[config.mk]
export PLATFORM = sky130hd
export DESIGN_NAME = mp_seq_ctrl
export DESIGN_NICKNAME = d
export VERILOG_FILES = /design/src/rtl/mp_seq_ctrl.sv
export SDC_FILE = /design/constraint.sdc
export NUM_CORES = 1
export LEC_CHECK = 0
export BUFFER_PORTS_ARGS = -buffer_cell sky130_fd_sc_hd__buf_2
export CAP_MARGIN = 10
export CORE_ASPECT_RATIO = 0.8
export CORE_MARGIN = 4
export CORE_UTILIZATION = 43
export DETAILED_ROUTE_END_ITERATION = 12
export SETUP_SLACK_MARGIN = 0.5
export SLEW_MARGIN = 20
export SYNTH_ARGS = -nofsm -noshare
export SYNTH_HDL_FRONTEND = slang
export SYNTH_SLANG_ARGS = --single-unit
export TNS_END_PERCENT = 50
[constraint.sdc]
create_clock -name clk -period 4.55 [get_ports clk]
set_input_delay 0.91 -clock clk [delete_from_list [all_inputs] [get_ports clk]]
set_output_delay 0.91 -clock clk [all_outputs]
set_load 0.02 [all_outputs]
[src/rtl/mp_seq_ctrl.sv]
// mp_seq_ctrl: IDLE/EXEC/DONE sequencer and radix-2 shift-add datapath for mp.
// Define MP_SIGNED_EN for two's-complement operands via radix-2 Booth recoding.
module mp_seq_ctrl #(
    parameter int WIDTH = 32
) (
    input  logic               clk,
    input  logic               reset,
    input  logic               op_start,
    input  logic               op_clear,
    input  logic               interrupt,
    input  logic [WIDTH-1:0]   multiplicand,
    input  logic [WIDTH-1:0]   multiplier,
    output logic [1:0]         state,
    output logic [2*WIDTH-1:0] result,
    output logic               op_done,
    output logic               busy
);

    localparam int CW = $clog2(WIDTH) + 1;

    typedef enum logic [1:0] {
        S_IDLE = 2'b00,
        S_EXEC = 2'b01,
        S_DONE = 2'b10,
        S_ILL  = 2'b11
    } state_t;

    state_t             state_q;
    state_t             state_d;
    logic               start_q;
    logic               start_ok;
    logic               load;
    logic               step;
    logic               last;
    logic               clr_res;
    logic [CW-1:0]      cnt;
    logic [2*WIDTH-1:0] mcand;
    logic [2*WIDTH-1:0] mcand_ext;
    logic [2*WIDTH-1:0] acc;
    logic [2*WIDTH-1:0] acc_step;
    logic [WIDTH-1:0]   mplier;
    logic               b_prev;

    // A start is a rising edge of op_start, so a level held through EXEC
    // cannot re-launch the unit from DONE.
    assign start_ok = op_start && !start_q;
    assign last     = (cnt == CW'(WIDTH - 1));

`ifdef MP_SIGNED_EN
    assign mcand_ext = {{WIDTH{multiplicand[WIDTH-1]}}, multiplicand};

    always_comb begin
        acc_step = acc;
        case ({mplier[0], b_prev})
            2'b01:   acc_step = acc + mcand;
            2'b10:   acc_step = acc - mcand;
            default: acc_step = acc;
        endcase
    end
`else
    assign mcand_ext = {{WIDTH{1'b0}}, multiplicand};

    always_comb begin
        acc_step = acc;
        if (mplier[0])
            acc_step = acc + mcand;
    end
`endif

    always_ff @(posedge clk) begin
        if (reset)
            state_q <= S_IDLE;
        else
            state_q <= state_d;
    end

    always_comb begin
        state_d = state_q;
        load    = 1'b0;
        step    = 1'b0;
        clr_res = 1'b0;
        case (state_q)
            S_IDLE: begin
                if (!interrupt && start_ok) begin
                    state_d = S_EXEC;
                    load    = 1'b1;
                end
            end
            S_EXEC: begin
                if (interrupt) begin
                    state_d = S_IDLE;
                    clr_res = 1'b1;
                end else begin
                    step = 1'b1;
                    if (last)
                        state_d = S_DONE;
                end
            end
            S_DONE: begin
                if (interrupt || op_clear) begin
                    state_d = S_IDLE;
                    clr_res = 1'b1;
                end else if (start_ok) begin
                    state_d = S_EXEC;
                    load    = 1'b1;
                end
            end
            default: begin
                state_d = S_IDLE;
                clr_res = 1'b1;
            end
        endcase
    end

    always_ff @(posedge clk) begin
        if (reset) begin
            start_q <= 1'b0;
            cnt     <= '0;
            mcand   <= '0;
            mplier  <= '0;
            b_prev  <= 1'b0;
            acc     <= '0;
            result  <= '0;
        end else begin
            start_q <= op_start;
            if (load) begin
                mcand  <= mcand_ext;
                mplier <= multiplier;
                b_prev <= 1'b0;
                acc    <= '0;
                cnt    <= '0;
            end else if (step) begin
                acc    <= acc_step;
                mcand  <= mcand << 1;
                mplier <= mplier >> 1;
                b_prev <= mplier[0];
                cnt    <= cnt + 1'b1;
                if (last)
                    result <= acc_step;
            end
            if (clr_res) begin
                result <= '0;
                acc    <= '0;
                cnt    <= '0;
            end
        end
    end

    assign state   = (state_q == S_ILL) ? S_IDLE : state_q;
    assign op_done = (state_q == S_DONE);
    assign busy    = (state_q == S_EXEC);

endmodule

==> run metrics <==
H-Tree Depth=1; total placed instance area=0.0136 mm²; status=completed; crit path time final=3.53 ns; Hold Path Class=flop to flop; sequential power share=48.2%; CP max-delay cell=dfxtp_1; Yosys reg bits=233; drt drc=0; CTS tree=built; placed cell count=a little over 2000; Final Setup Violations=0; f_max=283 MHz; PnR worst setup slack=between 1 and 1.5 ns; crit end category=flop; Vias/cell=5.67; pin count of the biggest net entering global routing=150; initial drt markers=750; Worst EP arrival=3.98 ns; die height=162 µm; area delta synth->final=12.9%; GRT Util Overall=22.2%; Pint=3.29 mW; Netlist cell types=73; dpl hpwl=approximately 26000 µm; WL final=37500 µm; most used cell along the critical path=o211ai_1; First-pass DRT Iterations=5; FF-to-FF End=result[55]; CP Max Fanout=4; Required @ worst endpoint=5.00 ns; Synth top area share=36.6%; design area=0.0144 mm²; Psw=1.12 mW; CTS clk-pin slew, worst paths=0.06 ns; WS Path Type=flop to flop; Setup WS pre-CTS=1.10 ns; vias in the first global route=around 11000; IO buf count=136; Setup Buffers After CTS=0; Hold Vio Cnt, Final=0; Layout Nets=1833; Post-synth EDFFs=0; Die Footprint=approximately 0.032 mm²; die width=200 µm; Num CTS Buffers=25; # resized after CTS=0; syn nets=1773; Pins Over Slew Limit=0; leakage power=5.73 nW; sw frac=25.3%; Worst R2R Start=mcand[1]; slowest stage delay, CP=approximately 0.41 ns; total gr overflow=0; Clock Power Share=43.5%; synthesized instance count=between 1500 and 2000; top post-synthesis cells by area=dfxtp_1 (37%), nand2_1 (9.0%), a21oi_1 (9.0%), ha_1 (6.3%), nor2_1 (4.5%); setup_tns=0 ns; fill count=2909; Comb power frac=between 8 and 9%; pwr dens=306 mW/mm²; Avg WL per Cell=17.9 µm; Starting Density=43.6%; Clock Skew=0.0186 ns; flop2flop setup slack=roughly 1.0 ns; Syn. warnings=0; max-cap violations=0; CP Cell Sequence=ha_1 -> a211oi_1 -> o21bai_1 -> o211ai_1 -> nand3_1 -> a31oi_1 -> o211ai_1 -> nor3b_2 -> or2_1 -> a211oi_2 -> mux2_2 -> a21oi_1; hold slack=0.455 ns; Core Box Area=0.0292 mm²; maximum VDD drop=0.214 mV; via count=between 10000 and 15000; root buf cell=clkbuf_16; Crit path max-delay family=compound AO/OA/AOI/OAI gates; RSZ-0062 raised after global routing=no; crit path capture=result[55]; crit share post-route=77.6%; post-synthesis sequential area ratio=between 30% and 40%; Worst Setup SP=mcand[1]; most used flip-flop cell after synthesis=dfxtp_1; Finished Layout Cells=roughly 2100; antenna viol nets, final=0; total stage count of the critical path=12; asr flop ratio synth=0%; first-pass GRT wire length=60600 µm; Critical Path Start Type=flop; worst-margin pin slew=0.973 ns; Reg2Reg Depth=12; antenna violations before repair=2; Cell Rows=56; io pins=137; Slew headroom=35.1%; Mapped Area=0.0127 mm²; Final GP Congestion=approximately 0.91; # clock sinks=233; CP bufs+invs=0; cts hold-fix bufs=0; fraction of layout instances using a drive strength above 1=13.7%; CTS max path bufs=3; cell taking the most area after synthesis=dfxtp_1; Clock Latency Late Sink=0.53 ns; syn avg cell area=7.77 µm²
## state kept, by name (all words and copies together), names as in the netlist
register	count
acc	64
mcand	64
result	64
mplier	32
cnt	6
state_q	2
start_q	1
## cells in the final DEF (no fill, tap or decap), types with 26 or more instances in the layout
cell,n
nand2_1,305
dfxtp_1,232
a21oi_1,229
nor2_1,150
buf_2,136
o21ai_0,67
ha_1,64
a211oi_1,50
a21o_1,38
xnor2_1,36
a22oi_1,32
a311oi_1,31
nand4_1,27
xor2_1,26
## cell families after synthesis
group,share of synthesized area (%)
and+or+nand+nor,19.0
AOI/OAI and AO/OA,27.2
DFF,36.6
buffers and inverters,4.25
adders and majority gates,6.45
xor gates and xnor gates,4.26
muxes,2.23
## cell type report
class                      count  area [µm²]  share of cell area, %
multi-input combinational   1267        7560                   52.6
clock inverter                 8        45.0                  0.313
clock buffer                  34         709                   4.94
sequential                   233        4670                   32.5
antenna                        1        2.50                 0.0174
inverter                      17        63.8                  0.444
tap                          377         472                   3.28
timing repair buffer         155         861                   5.99
## worst min-delay path, delay by kind of cell (launching register included)
family / cells / cell delay (ns)
AO/OA/AOI/OAI: 1 / 0.05
flip-flops: 1 / 0.31
AND/OR/NAND/NOR: 1 / 0.05
## power by group through the flow
stage / logic [mW] / clock network (mW) / registers (mW)
finish: 0.366 / 1.92 / 2.12
global route: 0.406 / 2.04 / 2.13
CTS: 0.366 / 1.96 / 2.12
detailed placement: 0.364 / 0 / 2.17
global placement: 0.363 / 0 / 2.16
floorplan: 0.257 / 0 / 2.15
## worst min path at each step
stage	from	end	slack, ns	depth (start not counted)
5_1_grt	mplier[13]	mplier[13]	0.47	2
4_1_cts	mplier[24]	mplier[24]	0.46	2
3_3_place_gp	mplier[26]	mplier[26]	0.44	2
3_5_place_dp	mplier[24]	mplier[24]	0.45	2
6_report	mplier[1]	mplier[1]	0.45	2
2_1_floorplan	mplier[1]	mplier[1]	0.44	2
## cell usage after synthesis (all sizes together) (17+ instances only)
master and instances:
nor2 154, nand3 19, a211oi 52, nand4 27, xor2 26, xnor2 36, clkbuf 104, a21oi 232
o21ai 75, ha 64, a21o 38, nand2 307, buf 18, a22oi 32, mux2i 25, dfxtp 233
a311oi 31, inv 17
## metal layers
metal	global-route usage, %	wire [µm]	part of all wire (%)	vias to the layer above
met4	4.97	880	2.3	2
met5	0	8	0.021	-
li1	-	-	-	5952
met1	33.3	18700	50	5550
met3	3.91	2470	6.6	52
met2	33.4	15400	41	307
## per-stage QoR
stage	util, %	total power [mW]
final	49.2	4.40
after floorplan	-	2.41
after global placement	46.6	2.53
after CTS	49.2	4.45
after global routing	49.2	4.57
after detailed placement	46.6	2.53
(Power assumes the default switching activity.)
